==> config.mk <==
export PLATFORM = sky130hd
export DESIGN_NAME = sevenseg_scan
export DESIGN_NICKNAME = d
export VERILOG_FILES = /design/src/rtl/sevenseg_pkg.sv /design/src/rtl/sevenseg_tick_gen.sv /design/src/rtl/sevenseg.sv
export SDC_FILE = /design/constraint.sdc
export NUM_CORES = 1
export LEC_CHECK = 0
export ABC_AREA = 1
export BUFFER_PORTS_ARGS = -buffer_cell sky130_fd_sc_hd__buf_2
export CORE_ASPECT_RATIO = 0.6
export CORE_MARGIN = 2
export CORE_UTILIZATION = 50
export DETAILED_ROUTE_END_ITERATION = 8
export GPL_TIMING_DRIVEN = 1
export PLACE_DENSITY_LB_ADDON = 0.25
export SETUP_SLACK_MARGIN = 0.3
export SLEW_MARGIN = 20
export SYNTH_ARGS = -nofsm -noshare
export SYNTH_HDL_FRONTEND = slang
export SYNTH_SLANG_ARGS = --single-unit
==> constraint.sdc <==
create_clock -name clk -period 1.45 [get_ports clk]
set_input_delay 0.0725 -clock clk [delete_from_list [all_inputs] [get_ports clk]]
set_output_delay 0.0725 -clock clk [all_outputs]
set_load 0.03 [all_outputs]
==> src/rtl/sevenseg_pkg.sv <==
// rtl/sevenseg_pkg.sv - shared constants and helpers for the 7-segment scan controller
//
// Contents:
//   NUM_DIGITS_DEF / TICK_DIV_DEF / BLANK_CYCLES_DEF : default parameter values
//   ST_BLANK / ST_SHOW                                : scan FSM state encodings
//   DIGIT_OFF                                         : level that turns a digit off (active-low select)
//   idx_width()                                       : width of a digit index for n digits
package sevenseg_pkg;

    localparam int NUM_DIGITS_DEF   = 4;
    localparam int TICK_DIV_DEF     = 50000;
    localparam int BLANK_CYCLES_DEF = 500;

    localparam logic [0:0] ST_BLANK = 1'b0;
    localparam logic [0:0] ST_SHOW  = 1'b1;

    localparam logic DIGIT_OFF = 1'b1;

    function automatic int idx_width(input int n);
        return (n > 1) ? $clog2(n) : 1;
    endfunction

endpackage

==> src/rtl/sevenseg_tick_gen.sv <==
// rtl/sevenseg_tick_gen.sv - digit-slot prescaler producing blank-end and slot-end pulses
//
// Ports:
//   clk          in   system clock
//   rst_n        in   asynchronous active-low reset
//   blank_end_o  out  high in the last cycle of the blanking gap (prescaler == BLANK_CYCLES-1)
//   slot_end_o   out  high in the last cycle of a digit slot (prescaler == TICK_DIV-1)
module sevenseg_tick_gen #(
    parameter int TICK_DIV     = 8,
    parameter int BLANK_CYCLES = 2
) (
    input  logic clk,
    input  logic rst_n,
    output logic blank_end_o,
    output logic slot_end_o
);

    localparam int CNT_W = $clog2(TICK_DIV);
    localparam logic [CNT_W-1:0] SLOT_LAST  = CNT_W'(TICK_DIV - 1);
    localparam logic [CNT_W-1:0] BLANK_LAST = CNT_W'(BLANK_CYCLES - 1);

    logic [CNT_W-1:0] presc_q;
    logic [CNT_W-1:0] presc_d;

    always_comb begin
        slot_end_o  = (presc_q == SLOT_LAST);
        blank_end_o = (presc_q == BLANK_LAST);
        presc_d     = slot_end_o ? '0 : presc_q + 1'b1;
    end

    always_ff @(posedge clk or negedge rst_n) begin
        if (!rst_n) begin
            presc_q <= '0;
        end else begin
            presc_q <= presc_d;
        end
    end

endmodule

==> src/rtl/sevenseg.sv <==
// rtl/sevenseg.sv - time-multiplexed 4-digit hex display scan controller (top: sevenseg_scan)
//
// Ports:
//   clk          in   system clock
//   rst_n        in   asynchronous active-low reset
//   value_in     in   value to display, nibble 0 = value_in[3:0] = rightmost digit
//   load         in   single-cycle strobe capturing value_in/dp_in into the shadow buffer
//   dp_in        in   per-digit decimal point request, captured with value_in
//   nibble_out   out  current digit's nibble for the downstream decoder
//   dp_out       out  decimal point for the current digit, active-high
//   digit_sel    out  active-low one-hot digit enable
//   frame_start  out  one-cycle pulse in the cycle after the digit index wraps to 0
//
// Build option: define SEVENSEG_LZS_EN for leading-zero suppression.
module sevenseg_scan
    import sevenseg_pkg::*;
#(
    parameter int NUM_DIGITS   = NUM_DIGITS_DEF,
    parameter int TICK_DIV     = TICK_DIV_DEF,
    parameter int BLANK_CYCLES = BLANK_CYCLES_DEF
) (
    input  logic                    clk,
    input  logic                    rst_n,
    input  logic [4*NUM_DIGITS-1:0] value_in,
    input  logic                    load,
    input  logic [NUM_DIGITS-1:0]   dp_in,
    output logic [3:0]              nibble_out,
    output logic                    dp_out,
    output logic [NUM_DIGITS-1:0]   digit_sel,
    output logic                    frame_start
);

    localparam int VAL_W = 4 * NUM_DIGITS;
    localparam int IDX_W = idx_width(NUM_DIGITS);
    localparam logic [IDX_W-1:0] LAST_IDX = IDX_W'(NUM_DIGITS - 1);

    logic blank_end;
    logic slot_end;

    // The FSM and the prescaler leave reset together, so the FSM is always
    // in BLANK when blank_end fires and in SHOW when slot_end fires.
    sevenseg_tick_gen #(
        .TICK_DIV     (TICK_DIV),
        .BLANK_CYCLES (BLANK_CYCLES)
    ) u_tick_gen (
        .clk         (clk),
        .rst_n       (rst_n),
        .blank_end_o (blank_end),
        .slot_end_o  (slot_end)
    );

    logic [0:0]            state_q, state_d;
    logic [IDX_W-1:0]      idx_q, idx_d;
    logic [VAL_W-1:0]      shadow_val_q, shadow_val_d;
    logic [NUM_DIGITS-1:0] shadow_dp_q, shadow_dp_d;
    logic [VAL_W-1:0]      disp_val_q, disp_val_d;
    logic [NUM_DIGITS-1:0] disp_dp_q, disp_dp_d;
    logic                  pending_q, pending_d;
    logic [3:0]            nibble_q, nibble_d;
    logic                  dp_q, dp_d;
    logic [NUM_DIGITS-1:0] sel_q, sel_d;
    logic                  fs_q, fs_d;
    logic                  wrap;

    // Scan sequencing: BLANK gap, then SHOW until the slot ends.
    always_comb begin
        state_d = state_q;
        idx_d   = idx_q;
        wrap    = 1'b0;
        if (state_q == ST_BLANK) begin
            if (blank_end) begin
                state_d = ST_SHOW;
            end
        end else begin
            if (slot_end) begin
                state_d = ST_BLANK;
                if (idx_q == LAST_IDX) begin
                    idx_d = '0;
                    wrap  = 1'b1;
                end else begin
                    idx_d = idx_q + 1'b1;
                end
            end
        end
    end

    // Double buffer: loads land in the shadow; the display copy only changes
    // on the frame wrap so a frame never mixes old and new digits. A load on
    // the wrap cycle itself goes straight to the display.
    always_comb begin
        shadow_val_d = shadow_val_q;
        shadow_dp_d  = shadow_dp_q;
        disp_val_d   = disp_val_q;
        disp_dp_d    = disp_dp_q;
        pending_d    = pending_q;
        if (load) begin
            shadow_val_d = value_in;
            shadow_dp_d  = dp_in;
            pending_d    = 1'b1;
        end
        if (wrap) begin
            if (load) begin
                disp_val_d = value_in;
                disp_dp_d  = dp_in;
            end else if (pending_q) begin
                disp_val_d = shadow_val_q;
                disp_dp_d  = shadow_dp_q;
            end
            pending_d = 1'b0;
        end
    end

`ifdef SEVENSEG_LZS_EN
    // zero_above[i]: nibbles and dp bits i..NUM_DIGITS-1 are all clear.
    logic [NUM_DIGITS-1:0] zero_above;

    always_comb begin : lzs_scan
        logic run;
        run        = 1'b1;
        zero_above = '0;
        for (int i = NUM_DIGITS - 1; i >= 0; i--) begin
            run           = run & (disp_val_d[4*i +: 4] == 4'd0) & ~disp_dp_d[i];
            zero_above[i] = run;
        end
    end
`endif

    // Outputs are computed from next-state values so all three change on
    // the same edge as the index/state they describe.
    always_comb begin
        nibble_d = disp_val_d[{idx_d, 2'b00} +: 4];
        dp_d     = disp_dp_d[idx_d];
        fs_d     = wrap;
        sel_d    = {NUM_DIGITS{DIGIT_OFF}};
        if (state_d == ST_SHOW) begin
            for (int i = 0; i < NUM_DIGITS; i++) begin
`ifdef SEVENSEG_LZS_EN
                if ((idx_d == IDX_W'(i)) && !((i != 0) && zero_above[i])) begin
                    sel_d[i] = ~DIGIT_OFF;
                end
`else
                if (idx_d == IDX_W'(i)) begin
                    sel_d[i] = ~DIGIT_OFF;
                end
`endif
            end
        end
    end

    always_ff @(posedge clk or negedge rst_n) begin
        if (!rst_n) begin
            state_q      <= ST_BLANK;
            idx_q        <= '0;
            shadow_val_q <= '0;
            shadow_dp_q  <= '0;
            disp_val_q   <= '0;
            disp_dp_q    <= '0;
            pending_q    <= 1'b0;
            nibble_q     <= 4'd0;
            dp_q         <= 1'b0;
            sel_q        <= {NUM_DIGITS{DIGIT_OFF}};
            fs_q         <= 1'b0;
        end else begin
            state_q      <= state_d;
            idx_q        <= idx_d;
            shadow_val_q <= shadow_val_d;
            shadow_dp_q  <= shadow_dp_d;
            disp_val_q   <= disp_val_d;
            disp_dp_q    <= disp_dp_d;
            pending_q    <= pending_d;
            nibble_q     <= nibble_d;
            dp_q         <= dp_d;
            sel_q        <= sel_d;
            fs_q         <= fs_d;
        end
    end

    assign nibble_out  = nibble_q;
    assign dp_out      = dp_q;
    assign digit_sel   = sel_q;
    assign frame_start = fs_q;

endmodule

==> results_dict.tcl <==
set metrics [dict create \
    synth_cells 494 \
    regArea_um2 1760 \
    io_pins 33 \
    status "complete, but fails checks" \
    setup_tns_ns -10.67 \
    hold_depth 4 \
    clk_pin_slew_worst_paths_ns 0.06 \
    fin_cells 729 \
    wl_um 12200 \
    grt.total_usage_pct 26.7 \
    htree_levels 3 \
    antenna_found_initial 0 \
    grt_pass1_vias 3496 \
    final_hold_viol_count 0 \
    rsz0062_at_grt "true" \
    rows 24 \
    clock_latency_ns 0.35 \
    vias_per_cell 5.38 \
    cap_viol_max_count 0 \
    final_area_um2 5760 \
    ys_seq_area_share_pct 47.6 \
    die-height_um 70.5 \
    violations "negative setup slack" \
    cp.required_ns 1.67 \
    grt_max_degree 41 \
    fin_crit_sh_pct 127 \
    dieWidth_um 115 \
    timing.fmax_ghz 0.542 \
    place.gp.congestion 0.856 \
    syn_to_final_growth_pct 56.2 \
    post-route-min-period_ns 1.84 \
    power_mw 4.32 \
    clockRootBuffer "clkbuf_16" \
    nNetsFinal 658 \
    grt.overflow.total 0 \
    ff2ff_setup_slack_ns -0.39 \
    worst_pin_slew_ns 0.527 \
    place_hpwl_um 6510 \
    timing.final.ws_setup_ns -0.394 \
    crit_path_end_kind "flip-flop" \
    syn_nets 519 \
    pre_cts_ws_ns -0.328 \
    port_buffers 32 \
    diodes 0 \
    fin_worst_skew_ns 0.00700 \
    drc 0 \
    numCtsBuffers 9 \
    syn-cell-area_um2 3690 \
    floorplan.initialDensity_pct 51.2 \
    path_max_fanout 8 \
    core-area_um2 7210 \
    ant_nets 0 \
    clock_path_buffers 2 \
    multi_input_area_um2 2110 \
    synth_seq_cells 70 \
    place_area_um2 4440 \
    cp.arrival_ns 2.07 \
    critical_path_class "reg2reg" \
    finalMaxSlewViolations 0 \
    first_iter_violations 347 \
    relSlewSlack_pct 64.9 \
    whs_ns 0.136 \
    num_vias 3921 \
    start_kind "flip-flop" \
    cts_num_sinks 70 \
    hold_path_class "in2reg" \
    yosys_warnings 0 \
    synth_cell_type_count 31 \
    dp.cells 662 \
    setup_violations 49 \
    drt-pass1-iter-count 5 \
    synth.avg_cell_area_um2 7.47 \
    fin_util_pct 79.9 \
    p_per_area_nw_per_um2 750 \
    fill_cells 398 \
    irDropWorstVdd_mv 0.574 \
    final_layout_size_suffix_gt1_share_pct 42.6 \
    rr_worst_depth 11 \
    cts_tree "done" \
    power.leakage_nw 3.08 \
    grt_pass1_wl_um 16600 \
    dieArea_um2 8100 \
    wl_per_cell_um 16.8 \
]
[report_power, final]
part	internal, mW	total, mW	switching [mW]
logic	0.139	0.321	0.181
registers	2.01	2.03	0.0285
clock network	1.15	1.97	0.812
[logic make-up (layout without fill, tap and decap cells)]
logic type,after synthesis,after routing,synth area share (%)
and+or+nand+nor,283,284,34.0
buffers and inverters,93,236,10.0
DFF,70,70,47.6
AOI/OAI and AO/OA,44,44,7.19
adders and majority gates,2,2,0.678
xor gates and xnor gates,2,2,0.475
[worst paths after layout]
check,startpoint,end
min reg2reg,shadow_val_q[1],shadow_val_q[1]
max,u_tick_gen.presc_q[1],nibble_out[3]
min,load,pending_q
max in group asynchronous,rst_n,digit_sel[0]
max reg2reg,u_tick_gen.presc_q[1],nibble_out[3]
min in group asynchronous,rst_n,pending_q
[synth_stat cells (all sizes together)]
cell type | number | area, um2
inv | 76 | 285
o211ai | 1 | 7.51
ha | 2 | 25.0
a21oi | 11 | 55.1
and3 | 1 | 6.26
nand3 | 23 | 128
nand2 | 183 | 727
o21a | 2 | 15.0
xor2 | 2 | 17.5
o21ai | 15 | 75.1
buf | 4 | 32.5
nor2 | 60 | 290
a21boi | 15 | 113
dfrtp | 66 | 1650
clkinv | 1 | 3.75
nor3b | 1 | 7.51
clkbuf | 12 | 48.8
dfstp | 4 | 105
nor3 | 4 | 20.0
nand4 | 11 | 75.1
[cells in the final DEF, fill, tap and decap left out, types with 2 or more instances in the layout]
| master | synthesis | layout |
|---|---|---|
| dfstp_2 | 4 | 4 |
| dlygate4sd3_1 | 0 | 21 |
| nor2_4 | 4 | 13 |
| buf_12 | 0 | 6 |
| nand2_2 | 4 | 26 |
| nor2_2 | 1 | 17 |
| xor2_1 | 2 | 2 |
| nand3_4 | 1 | 3 |
| buf_6 | 0 | 20 |
| buf_4 | 1 | 61 |
| buf_2 | 2 | 32 |
| clkbuf_1 | 11 | 5 |
| nand2_1 | 175 | 122 |
| dfrtp_1 | 66 | 66 |
| nand3_2 | 0 | 9 |
| o21ai_0 | 15 | 11 |
| o21ai_2 | 0 | 2 |
| inv_2 | 2 | 17 |
| clkinv_2 | 0 | 2 |
| clkbuf_16 | 0 | 11 |
| a21oi_2 | 0 | 4 |
| a21boi_0 | 15 | 14 |
| nand2_4 | 4 | 35 |
| inv_1 | 74 | 58 |
| a21oi_1 | 11 | 6 |
| nor2_1 | 53 | 29 |
| o21a_1 | 2 | 2 |
| nand4_1 | 10 | 10 |
| nor2_8 | 2 | 2 |
| nor3_1 | 4 | 3 |
| nand3_1 | 22 | 11 |
| o21ai_1 | 0 | 2 |
[per-layer routing]
metal	global-route usage [%]	vias up	part of all wire, %	routed length [um]
li1	-	1793	-	-
met5	0	-	0	0
met2	37.3	202	47	5740
met4	8.70	0	1.9	234
met3	8.83	25	9.4	1150
met1	39.4	1901	42	5130
[cell type report]
type | instances | area share (%)
tap | 91 | 1.98
clock buffer | 14 | 4.23
inverter | 77 | 5.06
sequential | 70 | 30.5
multi-input combinational | 332 | 36.6
clock inverter | 2 | 0.174
timing repair buffer | 143 | 21.5
[critical path, stage by stage (launching register included)]
cell     delay (ns)
dfrtp_1        0.39
ha_4           0.18
nand3_4        0.15
nor2_8         0.15
nand2_4        0.10
nor2_4         0.14
buf_12         0.15
nand3_1        0.10
nand2_2        0.11
nor2_1         0.06
nor2_1         0.11
nand2_1        0.08
[registers in the layout, indices dropped and copies added (netlist names)]
| signal | flops |
|---|---|
| digit_sel | 4 |
| disp_dp_q | 4 |
| disp_val_q | 16 |
| dp_out | 1 |
| frame_start | 1 |
| idx_q | 2 |
| nibble_out | 4 |
| pending_q | 1 |
| shadow_dp_q | 4 |
| shadow_val_q | 16 |
| state_q | 1 |
| u_tick_gen.presc_q | 16 |
[what timing repair did]
item	4_1_cts	5_1_grt
gates cloned	1	2
resized for setup	44	133
hold endpoints to repair	35	0
endpoints found under the setup margin	49	49
setup buffers	9	18
hold buffers	21	0
pin swaps	20	61
Power figures use the tool's default switching activity.
